--- config.mk ---
export PLATFORM = sky130hd
export DESIGN_NAME = bellek_asamasi
export DESIGN_NICKNAME = d
export VERILOG_FILES = /design/src/rtl/bellek_asamasi_pkg.sv /design/src/rtl/bellek_asamasi_hizalayici.sv /design/src/rtl/bellek_asamasi.sv
export SDC_FILE = /design/constraint.sdc
export NUM_CORES = 1
export LEC_CHECK = 0
export BUFFER_PORTS_ARGS = -buffer_cell sky130_fd_sc_hd__buf_2
export CELL_PAD_IN_SITES_DETAIL_PLACEMENT = 1
export CELL_PAD_IN_SITES_GLOBAL_PLACEMENT = 2
export CORE_ASPECT_RATIO = 1.2
export CORE_UTILIZATION = 33
export CTS_BUF_LIST = sky130_fd_sc_hd__clkbuf_8 sky130_fd_sc_hd__clkbuf_16
export CTS_CLUSTER_DIAMETER = 50
export DETAILED_ROUTE_END_ITERATION = 10
export GPL_TIMING_DRIVEN = 1
export PLACE_DENSITY = 0.95
export SLEW_MARGIN = 10
export SYNTH_ARGS = -nofsm -noshare
export SYNTH_HDL_FRONTEND = slang
export SYNTH_HIERARCHICAL = 1
export SYNTH_SLANG_ARGS = --single-unit
--- constraint.sdc ---
create_clock -name clk_i -period 4.5 [get_ports clk_i]
set_input_delay 0.9 -clock clk_i [delete_from_list [all_inputs] [get_ports clk_i]]
set_output_delay 0.9 -clock clk_i [all_outputs]
set_load 0.02 [all_outputs]
--- src/rtl/bellek_asamasi_pkg.sv ---
// Shared types and helpers for the kutu pipeline memory stage:
// funct3 codes, stage states, memory request payload and store lane helpers.
package kutu_paket;

  localparam int unsigned VERI_W = 32;
  localparam int unsigned MASKE_W = VERI_W / 8;

  localparam logic [2:0] F3_B  = 3'b000;
  localparam logic [2:0] F3_H  = 3'b001;
  localparam logic [2:0] F3_W  = 3'b010;
  localparam logic [2:0] F3_BU = 3'b100;
  localparam logic [2:0] F3_HU = 3'b101;

  typedef enum logic [1:0] {
    BOSTA = 2'd0,
    ISTEK = 2'd1,
    YANIT = 2'd2
  } durum_e;

  typedef struct packed {
    logic                yaz;
    logic [VERI_W-1:0]   adres;
    logic [MASKE_W-1:0]  maske;
    logic [VERI_W-1:0]   veri;
  } bellek_istek_t;

  // Width/alignment/opcode legality, evaluated on the accepting cycle.
  function automatic logic erisim_yasal(input logic       yukle,
                                        input logic       sakla,
                                        input logic [2:0] f3,
                                        input logic [1:0] ofset);
    logic yasal;
    yasal = 1'b0;
    if (yukle && !sakla) begin
      case (f3)
        F3_B, F3_BU: yasal = 1'b1;
        F3_H, F3_HU: yasal = ~ofset[0];
        F3_W:        yasal = (ofset == 2'b00);
        default:     yasal = 1'b0;
      endcase
    end else if (sakla && !yukle) begin
      case (f3)
        F3_B:    yasal = 1'b1;
        F3_H:    yasal = ~ofset[0];
        F3_W:    yasal = (ofset == 2'b00);
        default: yasal = 1'b0;
      endcase
    end
    return yasal;
  endfunction

  function automatic logic [MASKE_W-1:0] maske_hesapla(input logic [2:0] f3,
                                                       input logic [1:0] ofset);
    logic [MASKE_W-1:0] maske;
    case (f3)
      F3_B:    maske = 4'b0001 << ofset;
      F3_H:    maske = 4'b0011 << ofset;
      F3_W:    maske = 4'b1111;
      default: maske = '0;
    endcase
    return maske;
  endfunction

  function automatic logic [VERI_W-1:0] veri_cogalt(input logic [2:0]        f3,
                                                    input logic [VERI_W-1:0] veri);
    logic [VERI_W-1:0] sonuc;
    case (f3)
      F3_B:    sonuc = {4{veri[7:0]}};
      F3_H:    sonuc = {2{veri[15:0]}};
      default: sonuc = veri;
    endcase
    return sonuc;
  endfunction

endpackage

--- src/rtl/bellek_asamasi_hizalayici.sv ---
// Load data aligner: picks the addressed byte/halfword lane of the read word
// and sign- or zero-extends it according to funct3.
module yukleme_hizalayici
  import kutu_paket::*;
(
  input  logic [2:0]        funct3_i,
  input  logic [1:0]        ofset_i,
  input  logic [VERI_W-1:0] kelime_i,
  output logic [VERI_W-1:0] sonuc_o
);

  logic [7:0]  bayt;
  logic [15:0] yarim;

  always_comb begin
    bayt = kelime_i[7:0];
    case (ofset_i)
      2'd0:    bayt = kelime_i[7:0];
      2'd1:    bayt = kelime_i[15:8];
      2'd2:    bayt = kelime_i[23:16];
      default: bayt = kelime_i[31:24];
    endcase
    yarim = ofset_i[1] ? kelime_i[31:16] : kelime_i[15:0];
  end

  always_comb begin
    sonuc_o = kelime_i;
    case (funct3_i)
      F3_B:    sonuc_o = {{24{bayt[7]}}, bayt};
      F3_BU:   sonuc_o = {24'd0, bayt};
      F3_H:    sonuc_o = {{16{yarim[15]}}, yarim};
      F3_HU:   sonuc_o = {16'd0, yarim};
      default: sonuc_o = kelime_i;
    endcase
  end

endmodule

--- src/rtl/bellek_asamasi.sv ---
// Memory-access stage: one outstanding request/response to data memory,
// load alignment, upstream stall, and one-cycle pass-through for ALU results.
module bellek_asamasi
  import kutu_paket::*;
#(
  parameter int unsigned ZAMAN_ASIMI = 255
) (
  input  logic                clk_i,
  input  logic                rst_i,
  input  logic                gecerli_i,
  input  logic                yukle_i,
  input  logic                sakla_i,
  input  logic [2:0]          funct3_i,
  input  logic [VERI_W-1:0]   adres_i,
  input  logic [VERI_W-1:0]   veri_i,
  input  logic [4:0]          hedef_i,
  output logic                durdur_o,
  output logic                bellek_istek_o,
  input  logic                bellek_hazir_i,
  output logic                bellek_yaz_o,
  output logic [VERI_W-1:0]   bellek_adres_o,
  output logic [MASKE_W-1:0]  bellek_maske_o,
  output logic [VERI_W-1:0]   bellek_veri_o,
  input  logic                bellek_yanit_gecerli_i,
  input  logic [VERI_W-1:0]   bellek_veri_i,
  output logic                sonuc_gecerli_o,
  output logic [VERI_W-1:0]   sonuc_o,
  output logic [4:0]          hedef_o,
  output logic                hata_o
);

  localparam int unsigned SAYAC_W = (ZAMAN_ASIMI < 2) ? 1 : $clog2(ZAMAN_ASIMI + 1);

  durum_e              durum_q, durum_d;
  logic                durdur_q, durdur_d;
  logic                istek_q, istek_d;
  bellek_istek_t       yuk_q, yuk_d;
  logic [2:0]          funct3_q, funct3_d;
  logic [1:0]          ofset_q, ofset_d;
  logic [4:0]          rd_q, rd_d;
  logic [SAYAC_W-1:0]  sayac_q, sayac_d;
  logic                sonuc_gecerli_q, sonuc_gecerli_d;
  logic [VERI_W-1:0]   sonuc_q, sonuc_d;
  logic [4:0]          hedef_q, hedef_d;
  logic                hata_q, hata_d;

  logic [VERI_W-1:0]   hizali;
  logic                zaman_doldu;
  logic                bellek_islemi;

  yukleme_hizalayici u_hizalayici (
    .funct3_i (funct3_q),
    .ofset_i  (ofset_q),
    .kelime_i (bellek_veri_i),
    .sonuc_o  (hizali)
  );

  assign zaman_doldu   = (ZAMAN_ASIMI != 0) && (sayac_q == SAYAC_W'(ZAMAN_ASIMI));
  assign bellek_islemi = yukle_i | sakla_i;

  // Next-state and registered-output decode.
  always_comb begin
    durum_d         = durum_q;
    istek_d         = istek_q;
    yuk_d           = yuk_q;
    funct3_d        = funct3_q;
    ofset_d         = ofset_q;
    rd_d            = rd_q;
    sayac_d         = sayac_q;
    sonuc_gecerli_d = 1'b0;
    sonuc_d         = sonuc_q;
    hedef_d         = hedef_q;
    hata_d          = 1'b0;

    case (durum_q)
      BOSTA: begin
        if (gecerli_i) begin
          if (!bellek_islemi) begin
            sonuc_gecerli_d = 1'b1;
            sonuc_d         = adres_i;
            hedef_d         = hedef_i;
          end else if (erisim_yasal(yukle_i, sakla_i, funct3_i, adres_i[1:0])) begin
            durum_d     = ISTEK;
            istek_d     = 1'b1;
            yuk_d.yaz   = sakla_i;
            yuk_d.adres = {adres_i[VERI_W-1:2], 2'b00};
            yuk_d.maske = sakla_i ? maske_hesapla(funct3_i, adres_i[1:0]) : '0;
            yuk_d.veri  = sakla_i ? veri_cogalt(funct3_i, veri_i) : '0;
            funct3_d    = funct3_i;
            ofset_d     = adres_i[1:0];
            rd_d        = hedef_i;
            sayac_d     = '0;
          end else begin
            hata_d = 1'b1;
          end
        end
      end

      ISTEK: begin
        if (bellek_hazir_i) begin
          istek_d = 1'b0;
          yuk_d   = '0;
          durum_d = yuk_q.yaz ? BOSTA : YANIT;
        end else if (zaman_doldu) begin
          istek_d = 1'b0;
          yuk_d   = '0;
          hata_d  = 1'b1;
          durum_d = BOSTA;
        end
        if (ZAMAN_ASIMI != 0 && !zaman_doldu) sayac_d = sayac_q + SAYAC_W'(1);
      end

      YANIT: begin
        // A response in the limit cycle still completes the load.
        if (bellek_yanit_gecerli_i) begin
          sonuc_gecerli_d = 1'b1;
          sonuc_d         = hizali;
          hedef_d         = rd_q;
          durum_d         = BOSTA;
        end else if (zaman_doldu) begin
          hata_d  = 1'b1;
          durum_d = BOSTA;
        end
        if (ZAMAN_ASIMI != 0 && !zaman_doldu) sayac_d = sayac_q + SAYAC_W'(1);
      end

      default: begin
        durum_d = BOSTA;
        istek_d = 1'b0;
        yuk_d   = '0;
      end
    endcase

    durdur_d = (durum_d != BOSTA);
  end

  always_ff @(posedge clk_i or negedge rst_i) begin
    if (!rst_i) begin
      durum_q         <= BOSTA;
      durdur_q        <= 1'b0;
      istek_q         <= 1'b0;
      yuk_q           <= '0;
      funct3_q        <= '0;
      ofset_q         <= '0;
      rd_q            <= '0;
      sayac_q         <= '0;
      sonuc_gecerli_q <= 1'b0;
      sonuc_q         <= '0;
      hedef_q         <= '0;
      hata_q          <= 1'b0;
    end else begin
      durum_q         <= durum_d;
      durdur_q        <= durdur_d;
      istek_q         <= istek_d;
      yuk_q           <= yuk_d;
      funct3_q        <= funct3_d;
      ofset_q         <= ofset_d;
      rd_q            <= rd_d;
      sayac_q         <= sayac_d;
      sonuc_gecerli_q <= sonuc_gecerli_d;
      sonuc_q         <= sonuc_d;
      hedef_q         <= hedef_d;
      hata_q          <= hata_d;
    end
  end

  assign durdur_o        = durdur_q;
  assign bellek_istek_o  = istek_q;
  assign bellek_yaz_o    = yuk_q.yaz;
  assign bellek_adres_o  = yuk_q.adres;
  assign bellek_maske_o  = yuk_q.maske;
  assign bellek_veri_o   = yuk_q.veri;
  assign sonuc_gecerli_o = sonuc_gecerli_q;
  assign sonuc_o         = sonuc_q;
  assign hedef_o         = hedef_q;
  assign hata_o          = hata_q;

endmodule

# --- Word-level counts from Yosys, hierarchy flattened ---
# Index checks and enable logic that the tools add are counted.
totals:
  ff_bits: 130
  word_cells: 117
  in_bits: 111
  output_inout_bits: 110
classes:
  n_reduce_logical: 19
  shifts: 2
  n_mux: 58
  addsub: 1
  eq_ne: 19
  bitwise_logic: 3
ops:
  columns: ["op", "count"]
  rows:
  - ["2-to-1 mux 69 bit", 5]
  - ["one-hot mux 69 bit (3 select lines)", 1]
  - ["2-to-1 mux 32 bit", 4]
  - ["one-hot mux 32 bit (2 select lines)", 2]
  - ["one-hot mux 32 bit (4 select lines)", 1]
  - ["2-to-1 mux 8 bit", 4]
  - ["one-hot mux 8 bit (3 select lines)", 1]
  - ["2-to-1 mux 1 bit", 19]
  - ["2-to-1 mux 16 bit", 1]
  - ["one-hot mux 8 bit (2 select lines)", 1]
  - ["2-to-1 mux 5 bit", 3]
  - ["2-to-1 mux 2 bit", 7]
  - ["equality test 3 bit (second input constant)", 4]
  - ["inequality test 2 bit (second input constant)", 6]
  - ["one-hot mux 1 bit (3 select lines)", 4]
  - ["one-hot mux 4 bit (3 select lines)", 1]
  - ["one-hot mux 5 bit (2 select lines)", 1]
  - ["AND reduction 5 bit", 2]
  - ["adder 8 x 1 -> 8 bit (second input constant)", 1]
  - ["equality test 8 bit (second input constant)", 1]
  - ["AND reduction 4 bit", 2]
  - ["equality test 3 x 1 -> 1 bit (second input constant)", 2]
  - ["logical NOT 2 bit", 3]
  - ["logical NOT 3 bit", 2]
  - ["15 further kinds", 24]

# --- Logic depth before layout (Yosys ltp) ---
# Gate-level depths: netlist (run 1).
logic_depth:
  ltp_word: 12
  ltp_mapped: 9
  ltp_nobuf: 7

# --- Hierarchy ---
# The synthesis (run 1) kept the hierarchy.
modules_own_cells:
  columns: ["module", "area_per_inst_um2", "seq_area_each_um2", "cells_each", "n_inst"]
  rows:
  - ["bellek_asamasi", 6206.0, 3203.1, 609, 1]
  - ["yukleme_hizalayici", 969.7, 0.0, 133, 1]

# --- Worst setup path before layout (run 1) ---
# OpenSTA, ideal clock, no wires.
synth_path:
  path_type: "input to register"
  startpoint: "input port funct3_i[1]"
  endpoint: "register yuk_q (netlist bit bellek_veri_o[10])"
  setup_ns: 0.077
  slack_ns: 2.007
  stages: 8
  path_buffers: 3
  required_time_ns: 4.423
  t_arrival_ns: 2.416
  cell_sequence: "buf_2 -> a21o_1 -> o21ai_1 -> nand3_1 -> or3_1 -> buf_6 -> buf_6 -> o2bb2ai_2"
synth_via:
  elab_chain_cells: 9
  elab_cells_between_ends: 22
  classes_between: "eq/ne: 5; mux: 13; reduce/logical: 4"
synth_rtl:
  columns: ["element", "line_no", "rtl"]
  rows:
  - ["from (decl)", "bellek_asamasi.sv:13", "input logic [2:0] funct3_i,"]
  - ["equality test 3 x 2 -> 1 bit, or another cell as far along", "bellek_asamasi_pkg.sv:35, bellek_asamasi_pkg.sv:42", null]
  - ["one-hot mux 1 bit (3 select lines) / OR reduction 2 bit (equally long branches)", "bellek_asamasi_pkg.sv:42, bellek_asamasi_pkg.sv:35", null]
  - ["2-to-1 mux 1 bit / one-hot mux 1 bit (3 select lines) (equally long branches)", "bellek_asamasi_pkg.sv:41, bellek_asamasi_pkg.sv:35", null]
  - ["2-to-1 mux 1 bit", "bellek_asamasi_pkg.sv:34", "if (yukle && !sakla) begin"]
  - ["2-to-1 mux 1 bit", "bellek_asamasi.sv:78", "if (!bellek_islemi) begin"]
  - ["2-to-1 mux 1 bit", "bellek_asamasi.sv:77", "if (gecerli_i) begin"]
  - ["2-to-1 mux 1 bit", "bellek_asamasi.sv:75", "case (durum_q)"]
  - ["inequality test 2 bit (no source line)", null, null]
  - ["AND reduction 5 bit (no source line)", null, null]
  - ["to (signal assigned)", "bellek_asamasi.sv:155", "yuk_q <= yuk_d;"]
  - ["to (decl)", "bellek_asamasi.sv:37", "bellek_istek_t yuk_q, yuk_d;"]
# Parallel ways exist; a longest one is shown, timed or not. The select of a mux whose other input is x is not followed.
# A chain may end at the register's enable or synchronous reset.

# --- Final worst setup path (run 1) ---
layout_path:
  startpoint: "register durum_q[0]"
  endpoint: "register yuk_q (netlist bit bellek_veri_o[19])"
layout_via:
  elab_chain_cells: 3
  elab_cells_between_ends: 10
  classes_between: "eq/ne: 6; mux: 1; bitwise: 1; reduce/logical: 2"
layout_rtl:
  columns: ["element", "line_no", "rtl"]
  rows:
  - ["from (decl)", "bellek_asamasi.sv:34", "durum_e durum_q, durum_d;"]
  - ["from (signal assigned)", "bellek_asamasi.sv:152", "durum_q <= durum_d;"]
  - ["equality test 2 x 1 -> 1 bit, or another cell as far along", "bellek_asamasi.sv:75", null]
  - ["inequality test 3 bit (no source line), or another cell as far along", null, null]
  - ["AND reduction 5 bit (no source line)", null, null]
# Parallel ways exist; a longest one is shown, timed or not.

==> summary.txt, run 1 <==
Place
  – Placer Congestion: between 0.8 and 0.9
  – Hpwl dp: 17.7 mm
  – Port Buffer Count: between 200 and 250
  – Placed insts: 1,178
  – Pre-CTS setup slack: 1.28 ns

Finish
  – Non-Filler Instances: 1,212
  – FILL cells: 2,500
  – Final nets: 1,043
  – Area of the multi-input gates: 3590 sq um
  – Layout cells sized above 1: 0.321
  – Sequential Area: 3200 sq um
  – Area Growth Syn to Fin: 26.3%

Logic synthesis
  – Synth Register Bits: 128
  – Adder-Cell Fraction of Synth Area: 0.00872
  – Synth cell types: 57
  – Post-synth top flop: dfrtp_1
  – Post-Syn Area: 7180 sq um
  – Count leader, synth: dfrtp_1
  – Post-synth top area share: 0.446
  – Sequential area share after synthesis: 0.446
  – Warnings, synthesis: 6
  – Compound-Gate Fraction of Synth Area: 0.179
  – Largest family of logic cells by synthesized area: compound AO/OA/AOI/OAI gates
  – Most instantiated cells after synthesis: 128 x dfrtp_1, 86 x nand2_1, 65 x nand3_1
  – XOR/XNOR Fraction of Synth Area: 0
  – Post-synthesis simple-gate area fraction: 0.175
  – Post-synth top area cell: dfrtp_1
  – Mux cell area share after synthesis: 0.133
  – Synth area leaders: dfrtp_1 45%, mux2i_1 8.8%, nand3_1 4.5%
  – Syn_area_per_cell: about 9.7 sq um
  – Ys async rst share: 1.00
  – Post-synth EDFFs: 0
  – Synth Instances: 742

Run status
  – Status: finished, final reports clean

Routing
  – Via count: 6,751
  – DR pass1 iterations: 5
  – Antenna viol nets, final: 0
  – WL/cell: between 20 and 25 um
  – DR DRC count: 0
  – Vias per inst: about 5.6
  – Routed WL: between 20 and 25 mm
  – Initial DRC Count: 403

Floorplan
  – Die Width: approximately 140 um
  – I/O Pins: 221
  – Core box area: 21,100 sq um
  – Std cell rows: 58
  – Initial core utilization: 0.340
  – Die area: between 20,000 and 25,000 sq um
  – Die H: about 160 um

Worst setup path
  – Max Fanout on Critical Path: 32
  – Reg2Reg Setup Slack: about 1.6 ns
  – Kind of end point of the critical path: flip-flop
  – Slowest CP cell: or3_1
  – Worst reg2reg path startpoint: durum_q[0]
  – CP Class: reg -> reg
  – Buf/Inv on CP: 2
  – Crit path cell chain: inv_1, ha_2, o21bai_4, buf_4, or3_1, o2bb2ai_1
  – WP data required: between 4 and 5 ns
  – Startpoint types: flip-flop
  – Crit-path leading delay family: simple AND/OR/NAND/NOR gates
  – Capturing point of the worst reg2reg path: bellek_veri_o[19]
  – R2R cell count: 6
  – CP arrival: 3.17 ns
  – Largest stage delay, worst path: 0.74 ns

STA
  – Worst-margin pin slew: 1.13 ns
  – Final-report max-slew violation count: 0
  – Worst setup margin: 1.61 ns
  – RSZ-0062 raised after global routing: no
  – WHS: 0.474 ns
  – Fin crit period: 2.89 ns
  – Max_slew headroom: 0.246
  – Worst-case clock skew: 0.00650 ns
  – Hold Violations, Final: 0
  – Final worst path period share: 0.642
  – Achievable Freq: approximately 0.35 GHz
  – Setup TNS: 0 ns
  – Final setup fails: 0

Clock tree
  – H-tree levels: 4
  – Root buf cell: clkbuf_16
  – Post-CTS setup buffer count: 0
  – Post-cts resize count: 0
  – Clock Path Buffers: 2
  – Hold Buf Count CTS: 0
  – CTS tree: done
  – Clock transition at the registers of the reported paths: around 0.060 ns
  – Clock sinks: 128
  – Clock latency on the worst-skew pair: 0.43 ns
  – CTS Buf Count: 17

Worst hold path
  – HP Class: reg -> reg
  – Hold_sp: hedef_o[0]
  – Worst Hold End: hedef_o[0]
  – Hold Path Stages: 2

GRT
  – Initial antenna violation count: 2
  – Global-route wire length before repair: 38.8 mm
  – Largest net degree at the start of global routing: 92
  – Vias in the first global route: 6,901
  – GRT Total Usage: 0.230
  – Grt ovf: 0

Power and ir drop
  – Total power: 0.00612 W
  – VDD IR-drop max: 300 uV
  – Leak: 4.42 nW
  – Power Density: 676 nW/um^2

Job
  – Reported max-cap violation count: 0
[how the worst max path moves through the flow]
stage / startpoint / end / slack (ns) / cells past startpoint
after global routing: durum_q[0] / bellek_veri_o[19] / 1.43 / 6
after CTS: durum_q[0] / bellek_veri_o[19] / 1.53 / 6
final: durum_q[0] / bellek_veri_o[19] / 1.61 / 6
after floorplan: funct3_i[1] / bellek_veri_o[10] / 2.01 / 8
after global placement: funct3_i[0] / bellek_veri_o[6] / 1.38 / 7
after detailed placement: funct3_i[0] / bellek_veri_o[28] / 1.28 / 7
[per-stage QoR]
stage          instance area, sq um   util
6_report                       9060  0.429
5_1_grt                        9060  0.429
4_1_cts                        9050  0.429
3_5_place_dp                   8400  0.398
3_3_place_gp                   8400  0.398
2_1_floorplan                  7180      -
[cell type report]
cell class,count,share of cell area
diodes,2,0.000552
clock buffers,17,0.0470
clock inverters,15,0.0257
inverters,19,0.00787
multi-input cells,530,0.396
flip-flops and latches,128,0.354
well taps,270,0.0373
repair buffers,231,0.132
[cells in the final DEF, fill, tap and decap left out, drive strengths merged, types with 3 or more instances in the layout]
cell type	n
buf	231
dfrtp	128
nand2	86
nand3	65
mux2i	63
o21ai	49
nor2	48
a21oi	32
nand4	32
inv	21
a22o	20
o2bb2ai	18
o22ai	17
clkbuf	17
mux2	12
nor2b	11
nand2b	7
mux4	7
a311oi	7
o221ai	7
a21o	5
bufinv	5
ha	5
clkinvlp	4
nor3	4
clkinv	4
nor4	3
and3	3
o31ai	3
and4	3
[power by group]
group	switching [W]	internal [W]	total [W]
Sequential	0.000327	0.00156	0.00189
Clock	0.000580	0.000990	0.00157
Combinational	0.00174	0.000929	0.00266
Total	0.00264	0.00348	0.00612
[sequential cells by signal, summed over array words and instances (netlist names), 2 cells and up]
| register | count |
|---|---|
| bellek_adres_o | 30 |
| bellek_maske_o | 4 |
| bellek_veri_o | 32 |
| durum_q | 2 |
| funct3_q | 3 |
| hedef_o | 5 |
| ofset_q | 2 |
| rd_q | 5 |
| sayac_q | 8 |
| sonuc_o | 32 |
[tightest hold or removal path, cell delays in order (launching register included)]
cell     delay, ns
dfrtp_1       0.33
nand2_1       0.05
o21ai_0       0.06
[per-layer routing]
metal  up-vias  track usage  wire, um
li1       3086            -         -
met1      3362        0.286     10300
met2       262        0.378     12100
met3        41       0.0525      1660
met4         0        0.100       690
met5         -            0         0
[cells by family after synthesis]
logic type / count (synthesis)
and+or+nand+nor: 266
adders and majority gates: 5
AOI/OAI and AO/OA: 175
DFF: 128
other: 1
buffers and inverters: 85
muxes: 82
Power figures use the tool's default switching activity.
==> inputs of run 2 (changes only) <==
--- a/config.mk
+++ b/config.mk
@@ -9,12 +9,12 @@
 export CELL_PAD_IN_SITES_DETAIL_PLACEMENT = 1
 export CELL_PAD_IN_SITES_GLOBAL_PLACEMENT = 2
 export CORE_ASPECT_RATIO = 1.2
-export CORE_UTILIZATION = 33
+export CORE_UTILIZATION = 31
 export CTS_BUF_LIST = sky130_fd_sc_hd__clkbuf_8 sky130_fd_sc_hd__clkbuf_16
 export CTS_CLUSTER_DIAMETER = 50
 export DETAILED_ROUTE_END_ITERATION = 10
 export GPL_TIMING_DRIVEN = 1
-export PLACE_DENSITY = 0.95
+export PLACE_DENSITY = 0.91
 export SLEW_MARGIN = 10
 export SYNTH_ARGS = -nofsm -noshare
 export SYNTH_HDL_FRONTEND = slang
==> constraint.sdc (replaced) <==
create_clock -name clk_i -period 2.7 [get_ports clk_i]
set_input_delay 0.54 -clock clk_i [delete_from_list [all_inputs] [get_ports clk_i]]
set_output_delay 0.54 -clock clk_i [all_outputs]
set_load 0.02 [all_outputs]
==> run 2 against run 1 <==
Net effect: first-iteration DRC count decreased by 10%; non-clock buffer count increased by 17; sequential share of layout area decreased by 0.49 points.
==> summary.txt, run 2 (synthesis results as in run 1) <==
Clock tree
  – Clock Path Buffers: 2 (unchanged)
  – Root buf cell: clkbuf_16 (unchanged)
  – Hold Buf Count CTS: 0 (unchanged)
  – H-tree levels: 4 (unchanged)
  – Post-CTS setup buffer count: 0 (unchanged)
  – Clock sinks: 128 (unchanged)
  – Clock latency on the worst-skew pair: 0.42 ns (was 0.43 ns)
  – CTS Buf Count: 17 (unchanged)
  – Post-cts resize count: 0 (unchanged)
  – CTS tree: done (unchanged)
  – Clock transition at the registers of the reported paths: 0.06 ns (about the same)

Worst setup path
  – CP Class: reg -> reg (unchanged)
  – Reg2Reg Setup Slack: 0.38 ns (was 1.61 ns)
  – WP data required: 3.04 ns (was 4.78 ns)
  – Kind of end point of the critical path: flip-flop (unchanged)
  – Worst Setup SP: ofset_q[1] (was durum_q[0])
  – CP arrival: 2.65 ns (was 3.17 ns)
  – R2R cell count: 5 (was 6)
  – Capturing point of the worst reg2reg path: sonuc_o[9] (was bellek_veri_o[19])
  – Worst reg2reg path startpoint: ofset_q[1] (was durum_q[0])
  – Startpoint types: flip-flop (unchanged)
  – Max Fanout on Critical Path: 21 (was 32)

GRT
  – Initial antenna violation count: 2 (unchanged)
  – Grt ovf: 0 (unchanged)
  – GRT Total Usage: 0.217 (was 0.230)
  – Vias in the first global route: 6,912 (was 6,901)
  – Largest net degree at the start of global routing: 64 (was 92)
  – Global-route wire length before repair: 39.7 mm (was 38.8 mm)

Routing
  – DR pass1 iterations: 4 (was 5)
  – Via count: 6,719 (was 6,751)
  – Vias per inst: 5.30 (was 5.57)
  – Initial DRC Count: 362 (was 403)
  – Routed WL: 25.2 mm (was 24.8 mm)
  – Antenna viol nets, final: 0 (unchanged)
  – WL/cell: 19.9 um (was 20.5 um)
  – DR DRC count: 0 (unchanged)

Finish
  – Area Growth Syn to Fin: 28.0% (was 26.3%)
  – Commonest non-fill, non-tap cell in the layout: buf_2 (unchanged)
  – Commonest non-fill, non-tap cells in the layout: 217 x buf_2, 128 x dfrtp_1, 86 x nand2_1, 65 x nand3_1, 63 x mux2i_1 (unchanged)
  – N_diodes: 0 (was 2)
  – Non-Filler Instances: 1,267 (was 1,212)
  – Layout cells sized above 1: 0.333 (was 0.321)
  – Final nets: 1,060 (was 1,043)
  – Post-layout util: 0.407 (was 0.429)
  – FILL cells: 2,654 (was 2,500)

STA
  – Final setup fails: 0 (unchanged)
  – RSZ-0062 raised after global routing: no (unchanged)
  – Worst setup margin: 0.383 ns (was 1.61 ns)
  – Worst-margin pin slew: 0.800 ns (was 1.13 ns)
  – Fin crit period: 2.32 ns (was 2.89 ns)
  – Max_slew headroom: 0.467 (was 0.246)
  – Hold Violations, Final: 0 (unchanged)
  – Worst-case clock skew: 0.0159 ns (was 0.00650 ns)
  – Setup TNS: 0 ns (unchanged)
  – Achievable Freq: 0.432 GHz (was 0.346 GHz)
  – Final-report max-slew violation count: 0 (unchanged)
  – Final worst path period share: 0.858 (was 0.642)

Power and ir drop
  – VDD IR-drop max: 503 uV (was 300 uV)
  – Power Density: 1080 nW/um^2 (was 676 nW/um^2)
  – Leak: 4.48 nW (was 4.42 nW)

Place
  – Hpwl dp: 18.6 mm (was 17.7 mm)
  – Pre-CTS setup slack: 0.404 ns (was 1.28 ns)
  – Placer Congestion: 0.878 (was 0.822)
  – Port Buffer Count: 218 (unchanged)
  – Placed insts: 1,235 (was 1,178)

Floorplan
  – Die area: 23,800 sq um (was 22,300 sq um)
  – Core box area: 22,600 sq um (was 21,100 sq um)
  – Die Width: 141 um (was 137 um)
  – Std cell rows: 60 (was 58)
  – Initial core utilization: 0.318 (was 0.340)
  – Die H: 169 um (was 164 um)
  – I/O Pins: 221 (unchanged)

Run status
  – Status: finished, final reports clean (unchanged)

Job
  – Reported max-cap violation count: 0 (unchanged)

Worst hold path
  – HP Class: in -> async (was reg -> reg)
==> run 2: worst max-delay path: stages, from the launching register on <==
cell and delay (ns):
dfrtp_1 0.86, nor2b_1 0.65, a21oi_1 0.16, o221ai_1 0.28
mux2i_1 0.12, o21ai_0 0.16
==> run 2: final cells by class <==
class | count | area (sq um) | share of cell area
repair buffers | 248 | 1340 | 0.145
inverters | 19 | 71.3 | 0.00776
clock buffers | 20 | 467 | 0.0508
clock inverters | 12 | 134 | 0.0146
multi-input cells | 530 | 3590 | 0.391
well taps | 310 | 388 | 0.0422
flip-flops and latches | 128 | 3200 | 0.349
==> run 2: how the worst max path moves through the flow <==
stage / to / slack [ns] / cells past startpoint
finish: sonuc_o[9] / 0.38 / 5
global route: sonuc_o[9] / 0.18 / 5
CTS: sonuc_o[9] / 0.40 / 5
detailed placement: bellek_veri_o[20] / 0.40 / 7
global placement: sonuc_o[1] / 0.47 / 5
floorplan: bellek_veri_o[10] / 0.57 / 8
==> run 2: per-stage QoR <==
stage	hold WS [ns]	instance area, sq um	total power (W)
CTS	0.140	9190	0.0101
finish	0.0933	9190	0.00997
detailed placement	0.469	8590	0.00771
floorplan	0.244	7180	0.00615
global route	0.159	9190	0.0106
global placement	0.460	8590	0.00757
==> run 2: per-layer routing <==
metal / track usage / wire (um) / vias to the layer above / part of all wire
met1: 0.275 / 10800 / 3327 / 0.43
met3: 0.0495 / 1600 / 33 / 0.063
met5: 0 / 27 / - / 0.0011
met4: 0.0699 / 530 / 4 / 0.021
met2: 0.364 / 12200 / 237 / 0.48
li1: - / - / 3118 / -
==> run 2: power by group <==
group / switching (W) / internal [W] / leakage [nW]
Sequential: 0.000549 / 0.00260 / 1.69
Combinational: 0.00286 / 0.00162 / 2.51
Clock: 0.000904 / 0.00143 / 0.281
Total: 0.00431 / 0.00566 / 4.48
==> inputs of run 3 (changes only) <==
--- a/config.mk
+++ b/config.mk
@@ -15,6 +15,7 @@
 export DETAILED_ROUTE_END_ITERATION = 10
 export GPL_TIMING_DRIVEN = 1
 export PLACE_DENSITY = 0.91
+export REMOVE_ABC_BUFFERS = 1
 export SLEW_MARGIN = 10
 export SYNTH_ARGS = -nofsm -noshare
 export SYNTH_HDL_FRONTEND = slang
==> run 3 against run 2 <==
Net effect: critical path depth unchanged; first-iteration DRC count up 1.4%; flip-flop and latch count unchanged; register-to-register slack worse by 0.15 ns; routed wire length up 1.3%; total power up 1.6%; clock power about the same; global-route usage up 0.39 points; via count up 0.24%; die area unchanged; cell count up 0.39%; largest power group unchanged; clock skew down 0.0067 ns.
==> summary.txt, run 3 (synthesis results as in run 1) <==
STA
  – RSZ-0062 raised after global routing: no (unchanged)
  – Final setup fails: 0 (unchanged)
  – Fin crit period: 2.47 ns (was 2.32 ns)
  – Worst-case clock skew: 0.00915 ns (was 0.0159 ns)
  – Achievable Freq: 0.405 GHz (was 0.432 GHz)
  – Max_slew headroom: 0.253 (was 0.467)
  – Final-report max-slew violation count: 0 (unchanged)
  – Final worst path period share: 0.914 (was 0.858)
  – Hold Violations, Final: 0 (unchanged)
  – Worst-margin pin slew: 1.12 ns (was 0.800 ns)

Routing
  – DR pass1 iterations: 4 (unchanged)
  – Routed WL: 25.5 mm (was 25.2 mm)
  – Via count: 6,735 (was 6,719)
  – DR DRC count: 0 (unchanged)
  – Initial DRC Count: 367 (was 362)
  – Vias per inst: 5.29 (was 5.30)
  – Antenna viol nets, final: 0 (unchanged)
  – WL/cell: 20.1 um (was 19.9 um)

Finish
  – Area Growth Syn to Fin: 28.6% (was 28.0%)
  – FILL cells: 2,645 (was 2,654)
  – Finished Cell Area: 9230 sq um (was 9190 sq um)
  – Post-layout util: 0.408 (was 0.407)
  – Layout cells sized above 1: 0.336 (was 0.333)
  – Non-Filler Instances: 1,272 (was 1,267)
  – Final nets: 1,064 (was 1,060)
  – Sequential Area: 3200 sq um (unchanged)
  – Area of the multi-input gates: 3600 sq um (was 3590 sq um)
  – Commonest non-fill, non-tap cell in the layout: buf_2 (unchanged)
  – Commonest non-fill, non-tap cells in the layout: 217 x buf_2, 128 x dfrtp_1, 86 x nand2_1, 65 x nand3_1, 63 x mux2i_1 (unchanged)

Clock tree
  – Clock sinks: 128 (unchanged)
  – Post-CTS setup buffer count: 0 (unchanged)
  – Clock latency on the worst-skew pair: 0.43 ns (was 0.42 ns)
  – CTS tree: done (unchanged)
  – H-tree levels: 4 (unchanged)
  – Root buf cell: clkbuf_16 (unchanged)
  – Post-cts resize count: 0 (unchanged)
  – Clock transition at the registers of the reported paths: 0.06 ns (about the same)
  – Clock Path Buffers: 2 (unchanged)
  – CTS Buf Count: 17 (unchanged)
  – Hold Buf Count CTS: 0 (unchanged)

Worst setup path
  – CP Class: reg -> reg (unchanged)
  – WP data required: 3.01 ns (was 3.04 ns)
  – Startpoint types: flip-flop (unchanged)
  – CP arrival: 2.77 ns (was 2.65 ns)
  – Kind of end point of the critical path: flip-flop (unchanged)
  – Max Fanout on Critical Path: 37 (was 21)
  – Reg2Reg Setup Slack: 0.23 ns (was 0.38 ns)

GRT
  – Grt ovf: 0 (unchanged)
  – GRT Total Usage: 0.221 (was 0.217)
  – Initial antenna violation count: 2 (unchanged)
  – Vias in the first global route: 7,001 (was 6,912)
  – Global-route wire length before repair: 39.9 mm (was 39.7 mm)
  – Largest net degree at the start of global routing: 56 (was 64)

Power and ir drop
  – Total power: 0.0101 W (was 0.00997 W)
  – VDD IR-drop max: 565 uV (was 503 uV)
  – Leak: 4.52 nW (was 4.48 nW)
  – Power Density: 1100 nW/um^2 (was 1080 nW/um^2)

Floorplan
  – I/O Pins: 221 (unchanged)
  – Std cell rows: 60 (unchanged)
  – Core box area: 22,600 sq um (unchanged)
  – Die H: 169 um (unchanged)
  – Initial core utilization: 0.318 (unchanged)
  – Die Width: 141 um (unchanged)
  – Die area: 23,800 sq um (unchanged)

Run status
  – Status: finished, final reports clean (unchanged)

Place
  – Hpwl dp: 19.1 mm (was 18.6 mm)
  – Placed insts: 1,239 (was 1,235)
  – Post-DP Area: 8640 sq um (was 8590 sq um)
  – Placer Congestion: 0.787 (was 0.878)
  – Port Buffer Count: 218 (unchanged)

Job
  – Reported max-cap violation count: 0 (unchanged)

Worst hold path
  – HP Class: in -> async (unchanged)
[run 3: final timing paths]
path / startpoint / endpoint / cells after the start
setup / recovery: sayac_q[3] / bellek_veri_o[5] / 5
hold / removal: rst_i / bellek_veri_o[15] / 1
setup reg to reg: sayac_q[3] / bellek_veri_o[5] / 5
hold reg to reg: sonuc_o[4] / sonuc_o[4] / 2
max in group asynchronous: rst_i / bellek_veri_o[28] / 2
min in group clk_i: bellek_yanit_gecerli_i / sonuc_gecerli_o / 2
[run 3: through the flow]
step / setup TNS (ns) / setup WS [ns] / hold slack (ns)
after floorplan: -82.60 / -1.66 / 0.244
final: 0 / 0.232 / 0.100
after CTS: 0 / 0.250 / 0.103
after global placement: 0 / 0.168 / 0.455
after detailed placement: 0 / 0.118 / 0.465
after global routing: 0 / 0.0627 / 0.130
[run 3: cell type report]
class                           instances  area share
Antenna cell                            1    0.000271
Clock buffer                           17      0.0461
Clock inverter                         15      0.0175
Inverter                               19     0.00773
Multi-Input combinational cell        530       0.390
Sequential cell                       128       0.347
Tap cell                              310      0.0420
Timing Repair Buffer                  252       0.149
[run 3: power by group]
part	switching [W]	internal [W]	total, W
clock	0.00103	0.00132	0.00235
combinational	0.00301	0.00166	0.00467
sequential	0.000513	0.00260	0.00311
total	0.00455	0.00558	0.0101
[run 3: worst max-delay path, cell delays in order (launching register included)]
cell	delay, ns
dfrtp_1	0.46
and4_4	0.29
and4_1	0.46
o21ba_2	0.42
o21ai_4	0.36
a22o_1	0.35
[run 3: per-layer routing]
layer | GRT usage | wire (um) | up-vias
met4 | 0.0520 | 269 | 4
met1 | 0.277 | 11100 | 3355
met2 | 0.379 | 12500 | 232
met3 | 0.0549 | 1600 | 18
met5 | 0 | 27 | -
li1 | - | - | 3126
